[config.mk]
export PLATFORM = sky130hd
export DESIGN_NAME = csa_accumulator
export DESIGN_NICKNAME = d
export VERILOG_FILES = /design/src/rtl/csa_accumulator.sv
export SDC_FILE = /design/constraint.sdc
export NUM_CORES = 1
export LEC_CHECK = 0
export ABC_CLOCK_PERIOD_IN_PS = 6100
export CAP_MARGIN = 10
export CELL_PAD_IN_SITES_DETAIL_PLACEMENT = 1
export CELL_PAD_IN_SITES_GLOBAL_PLACEMENT = 2
export CORE_ASPECT_RATIO = 1.75
export CORE_MARGIN = 2
export CORE_UTILIZATION = 34
export CTS_CLUSTER_SIZE = 24
export DETAILED_ROUTE_END_ITERATION = 7
export PLACE_DENSITY_LB_ADDON = 0.1
export SYNTH_ARGS = -nofsm -noshare
export SYNTH_HDL_FRONTEND = slang
export SYNTH_SLANG_ARGS = --single-unit
export TNS_END_PERCENT = 20
[constraint.sdc]
create_clock -name clk -period 6.1 [get_ports clk]
set_input_delay 0.915 -clock clk [delete_from_list [all_inputs] [get_ports clk]]
set_output_delay 0.915 -clock clk [all_outputs]
set_load 0.01 [all_outputs]
[src/rtl/csa_accumulator.sv]
// Carry-save group accumulator: sums unsigned beats in S/C form and resolves them with one carry-propagate add per group.
// Define CSA_SPLIT_CPA_EN to split the resolve add into a lower-half and an upper-half step.
module csa_accumulator #(
  parameter  int DW = 64,
  parameter  int GW = 4,
  localparam int AW = DW + GW
) (
  input  logic          clk,
  input  logic          reset,
  input  logic          in_valid,
  output logic          in_ready,
  input  logic [DW-1:0] in_data,
  input  logic          in_last,
  output logic          out_valid,
  input  logic          out_ready,
  output logic [AW-1:0] out_data
);

`ifdef CSA_SPLIT_CPA_EN
  localparam int LW = (AW + 1) / 2;
  localparam int HW = AW - LW;

  typedef enum logic [1:0] {ACC, RES, RES_HI, OUT} state_t;
`else
  typedef enum logic [1:0] {ACC, RES, OUT} state_t;
`endif

  state_t        state_q, state_d;
  logic [AW-1:0] s_q, s_d;
  logic [AW-1:0] c_q, c_d;
  logic [AW-1:0] out_data_q, out_data_d;
  logic          in_ready_q, in_ready_d;
  logic          out_valid_q, out_valid_d;
  logic [AW-1:0] x;
  logic [AW-1:0] k;
`ifdef CSA_SPLIT_CPA_EN
  logic          carry_q, carry_d;
`endif

  assign x = {{GW{1'b0}}, in_data};
  // Carries carry weight two, so the C row is shifted up one place before use.
  assign k = {c_q[AW-2:0], 1'b0};

  always_comb begin
    state_d     = state_q;
    s_d         = s_q;
    c_d         = c_q;
    out_data_d  = out_data_q;
    in_ready_d  = in_ready_q;
    out_valid_d = out_valid_q;
`ifdef CSA_SPLIT_CPA_EN
    carry_d     = carry_q;
`endif

    case (state_q)
      ACC: begin
        if (in_valid && in_ready_q) begin
          s_d = x ^ s_q ^ k;
          c_d = (x & s_q) | (x & k) | (s_q & k);
          if (in_last) begin
            state_d    = RES;
            in_ready_d = 1'b0;
          end
        end
      end

`ifdef CSA_SPLIT_CPA_EN
      RES: begin
        {carry_d, out_data_d[LW-1:0]} = {1'b0, s_q[LW-1:0]} + {1'b0, k[LW-1:0]};
        state_d = RES_HI;
      end

      RES_HI: begin
        out_data_d[AW-1:LW] = s_q[AW-1:LW] + k[AW-1:LW] + {{(HW-1){1'b0}}, carry_q};
        s_d         = '0;
        c_d         = '0;
        state_d     = OUT;
        out_valid_d = 1'b1;
      end
`else
      RES: begin
        out_data_d  = s_q + k;
        s_d         = '0;
        c_d         = '0;
        state_d     = OUT;
        out_valid_d = 1'b1;
      end
`endif

      OUT: begin
        if (out_ready) begin
          state_d     = ACC;
          out_valid_d = 1'b0;
          in_ready_d  = 1'b1;
        end
      end

      default: begin
        state_d     = ACC;
        s_d         = '0;
        c_d         = '0;
        out_valid_d = 1'b0;
        in_ready_d  = 1'b1;
      end
    endcase
  end

  always_ff @(posedge clk or posedge reset) begin
    if (reset) begin
      state_q     <= ACC;
      s_q         <= '0;
      c_q         <= '0;
      out_data_q  <= '0;
      in_ready_q  <= 1'b1;
      out_valid_q <= 1'b0;
`ifdef CSA_SPLIT_CPA_EN
      carry_q     <= 1'b0;
`endif
    end else begin
      state_q     <= state_d;
      s_q         <= s_d;
      c_q         <= c_d;
      out_data_q  <= out_data_d;
      in_ready_q  <= in_ready_d;
      out_valid_q <= out_valid_d;
`ifdef CSA_SPLIT_CPA_EN
      carry_q     <= carry_d;
`endif
    end
  end

  assign in_ready  = in_ready_q;
  assign out_valid = out_valid_q;
  assign out_data  = out_data_q;

endmodule
# Yosys cells after proc, flatten, opt, wreduce, memory -nomap -nowiden
# Index checks and enable logic that the tools add are counted.
word_totals:
  register_bits: 207
  in_bits: 69
  output_inout_bits: 70
  word_cells: 42
classes:
  addsub: 1
  eq_ne: 5
  muxes: 14
  n_bitwise: 10
  n_reduce_logical: 6
op_table:
  columns: ["cell", "n"]
  rows:
  - ["68-bit case mux with 2 select lines", 1]
  - ["64-bit by 67-bit AND with 67-bit output", 2]
  - ["67-bit OR", 2]
  - ["67-bit case mux with 2 select lines", 1]
  - ["68-bit adder", 1]
  - ["68-bit two-way mux", 1]
  - ["64-bit by 68-bit XOR with 68-bit output", 1]
  - ["68-bit XOR", 1]
  - ["67-bit AND", 1]
  - ["67-bit two-way mux", 1]
  - ["2-bit two-way mux", 3]
  - ["2-bit inequality test, second input constant", 3]
  - ["1-bit case mux with 3 select lines", 2]
  - ["2-bit case mux with 3 select lines", 1]
  - ["1-bit two-way mux", 4]
  - ["2-bit AND reduction", 2]
  - ["4-bit AND reduction", 1]
  - ["1-bit inverter", 3]
  - ["3-bit AND reduction", 1]
  - ["2-bit by 1-bit equality test with 1-bit output, second input constant", 1]
  - ["2-bit equality test, second input constant", 1]
  - ["2-bit zero test", 1]
  - ["1-bit logical AND", 1]

# Longest topological paths before layout
logic_depth:
  ltp_word: 5
  ltp_mapped: 12

# Worst setup path before layout
# Ideal clock, no wire load.
synth_path:
  path_type: "register -> register"
  startpoint: "register s_q[1]"
  endpoint: "register out_data_q[63] (netlist: out_data[63])"
  arrival_time_ns: 3.014
  required_ns: 5.975
  path_slack_ns: 2.961
  stages_incl_launch_ff: 13
  cell_sequence: "dfrtp_1 > ha_1 > fa_1 > a211oi_2 > o211ai_2 > a221oi_4 > nor4b_2 > nor4b_4 > o2111a_1 > nor2_2 > a311oi_4 > xnor2_1 > mux2_2"
synth_via:
  elab_chain_len: 1
synth_rtl:
  columns: ["element", "line", "rtl"]
  rows:
  - ["start, declared", "29", "logic [AW-1:0] s_q, s_d;"]
  - ["start signal, assigned", "111", "s_q <= '0;"]
  - ["start signal, assigned", "121", "s_q <= s_d;"]
  - ["68-bit adder", "82", "out_data_d = s_q + k;"]
  - ["end signal, assigned", "123", "out_data_q <= out_data_d;"]
  - ["end, declared", "31", "logic [AW-1:0] out_data_q, out_data_d;"]
# Every way passes these cells.
# A chain may end at the register's enable or synchronous reset.

# Worst setup path in the final report
# Same ends and word-level chain as after synthesis.

==> impl_metrics.env <==
export IMPL_wirelength_met1_um=14400
export IMPL_die_x_um=148
export IMPL_worstReg2RegStart="s_q[1]"
export IMPL_post_cts_buffers=0
export IMPL_netlist_top_cell_by_area="dfrtp_1"
export IMPL_yosys_top_cells_count="206 x dfrtp_1, 141 x nand2_1, 134 x a22o_1"
export IMPL_ys_flop_type="dfrtp_1"
export IMPL_clockBufferDepth=3
export IMPL_finalSetupTns_ns=0
export IMPL_routed_wl_met3_um=1120
export IMPL_antenna_found_initial=1
export IMPL_cts_tree="yes"
export IMPL_fmax_mhz=277
export IMPL_drive_gt1_share_pct=5.92
export IMPL_ys_types=72
export IMPL_power_density_mw_per_mm2=528
export IMPL_placed_cell_area_mm2=0.0142
export IMPL_nets=1467
export IMPL_period_needed_ns=3.62
export IMPL_postSynthCellCount=1160
export IMPL_yosysMostFrequentCell="dfrtp_1"
export IMPL_drc=0
export IMPL_grt_pass1_wl_um=60600
export IMPL_critPathLaunch="s_q[1]"
export IMPL_finalMaxSlewViolations=0
export IMPL_grt_overflow=0
export IMPL_leakagePower_nw=6.75
export IMPL_dr_wl_met2_um=20800
export IMPL_worst_pin_slew_ns=1.06
export IMPL_worst_path_buf_inv=0
export IMPL_maxCapViolations=0
export IMPL_path_class="reg -> reg"
export IMPL_h_tree_depth=1
export IMPL_stdcell_area_mm2=0.0150
export IMPL_hold_start="in_ready"
export IMPL_end_kind="register"
export IMPL_vdd_ir_drop_worst_mv=0.186
export IMPL_grt_pass1_vias=10600
export IMPL_yosysWarnings=0
export IMPL_fin_worst_skew_ns=0.0189
export IMPL_place_gp_congestion=0.803
export IMPL_firstDrtPassIters=4
export IMPL_chipHeight_um=257
export IMPL_cts_root_buf="clkbuf_16"
export IMPL_path_max_fanout=5
export IMPL_synth_net_count=1360
export IMPL_outcome="finished, final reports clean"
export IMPL_first_iter_violations=208
export IMPL_cp_slowest_cell="a221oi_4"
export IMPL_setup_violations_final=0
export IMPL_cts_resized=0
export IMPL_numCtsBuffers=23
export IMPL_port_buffers=138
export IMPL_synth_top_cell_area_share_pct=41.6
export IMPL_netlist_top_cells_area="dfrtp_1 42%, fa_1 10%, a22o_1 9.5%"
export IMPL_async_flop_share_pct=100
export IMPL_cp_required_ns=6.50
export IMPL_ant_nets=0
export IMPL_viasPerCell=5.38
export IMPL_dpl_hpwl_um=28000
export IMPL_path_delay_family="compound AO/OA/AOI/OAI gates"
export IMPL_clkTransAtPathRegs_ns=0.06
export IMPL_syn_area_mm2=0.0124
export IMPL_rows=92
export IMPL_min_path_type="reg -> reg"
export IMPL_cts_sinks=207
export IMPL_fill_cells=3957
export IMPL_startpoint_type="register"
export IMPL_drt_wl_total_um=37200
export IMPL_slew_headroom_pct=29.1
export IMPL_crit_chain="ha_1 -> fa_1 -> a211oi_2 -> o211ai_2 -> a221oi_4 -> nor4b_2 -> nor4b_4 -> o2111a_1 -> nor2_2 -> a311oi_4 -> xnor2_1 -> mux2_2"
export IMPL_dr_max_layer_used="met5"
export IMPL_dieArea_mm2=0.0380
export IMPL_rsz0062_at_grt="no"
export IMPL_ys_seq_elements=207
export IMPL_min_period_over_period_pct=59.3
export IMPL_num_vias=9438
export IMPL_final_hold_viol_count=0
export IMPL_clk_latency_ns=0.54
export IMPL_grt_use_total_pct=20.1
export IMPL_synth_edf_count=0
export IMPL_pin_count=139
export IMPL_antenna_cells=0
export IMPL_post_drt_wl_per_cell_um=21.2
export IMPL_core_area_mm2=0.0360
export IMPL_grt_start_max_net_pins=134
export IMPL_yosysSeqAreaShare_pct=41.8
export IMPL_cts_hold_buffers_added=0
export IMPL_max_stage_delay_ns=0.50
export IMPL_avgSynthCellArea_um2=10.7
export IMPL_cp_arrival_ns=4.02
export IMPL_floorplan_initialDensity_pct=34.4
export IMPL_syn_to_final_growth_pct=20.8
-- worst register-to-register path, cell delays in order, from the launching register on --
cell and delay, ns:
dfrtp_1 0.41, ha_1 0.25, fa_1 0.44, a211oi_2 0.26, o211ai_2 0.13, a221oi_4 0.50, nor4b_2 0.17, nor4b_4 0.28
o2111a_1 0.23, nor2_2 0.08, a311oi_4 0.34, xnor2_1 0.13, mux2_2 0.28
-- report_power, final --
group	leakage, nW	internal, mW	switching (mW)
clock	0.359	0.776	0.609
combinational	3.68	1.77	2.26
sequential	2.70	1.94	0.555
total	6.75	4.48	3.42
-- routing by layer --
metal  global-route usage [%]  vias up
li1                         -     4460
met1                     23.1     4789
met2                     38.6      136
met3                     2.38       51
met4                     5.34        2
met5                        0        -
-- path summary, 6_finish.rpt --
path,to,slack [ns],depth (start not counted)
max,out_data[63],2.48,12
min,in_ready,0.48,2
max reg2reg,out_data[63],2.48,12
min reg2reg,in_ready,0.48,2
max in group asynchronous,out_data[38],4.08,3
min in group asynchronous,out_data[2],0.89,2
-- flip-flops by register name, summed over array words and instances (netlist names) --
signal,flops
in_ready,1
out_valid,1
s_q,68
c_q,67
out_data,68
state_q,2
-- area by class of cell --
cell class / count / area (µm²) / area share [%]
sequential: 207 / 5180 / 34.6
tap: 470 / 588 / 3.93
inverter: 19 / 75.1 / 0.502
multi-input combinational: 870 / 6910 / 46.2
timing repair buffer: 146 / 1470 / 9.80
clock inverter: 10 / 60.1 / 0.401
clock buffer: 31 / 676 / 4.52
-- per-stage QoR --
stage | utilization [%] | hold slack (ns) | total power [mW] | setup WS (ns) | instances
2_1_floorplan | - | 0.465 | 5.05 | 2.50 | 1160
3_3_place_gp | 39.5 | 0.460 | 6.53 | 2.55 | 1712
3_5_place_dp | 39.5 | 0.462 | 6.61 | 2.49 | 1712
4_1_cts | 41.5 | 0.480 | 8.08 | 2.44 | 1753
5_1_grt | 41.5 | 0.491 | 8.59 | 2.25 | 1753
6_report | 41.5 | 0.480 | 7.91 | 2.48 | 1753
-- cell usage in the layout, fill, tap and decap left out, types with 7 or more instances in the layout --
master           count
xnor2_1             32
a22o_1             134
fa_1                64
inv_1               18
o21bai_1            15
nand2_1            141
ha_1                67
nand3_1             10
clkdlybuf4s50_1    138
nand4_1             19
a31oi_1              9
a21o_1              27
clkbuf_16           23
o21ai_0             87
a21oi_1             85
nor2_1              44
o211ai_1             8
xor2_1              26
clkbuf_8             7
dfrtp_1            206
nor3_1               8
-- kinds of logic (layout without fill, tap and decap cells) --
group                    after synthesis  in the layout  share of synthesized area (%)
AO/OA/AOI/OAI                        417            417                           24.6
AND/OR/NAND/NOR                      261            261                           9.59
flip-flops                           207            207                           41.8
adder cells (fa/ha/maj)              131            131                           17.1
buffers and inverters                 83            206                           2.56
XOR/XNOR                              58             58                           4.10
multiplexers                           3              3                          0.263
Power figures use the tool's default switching activity.
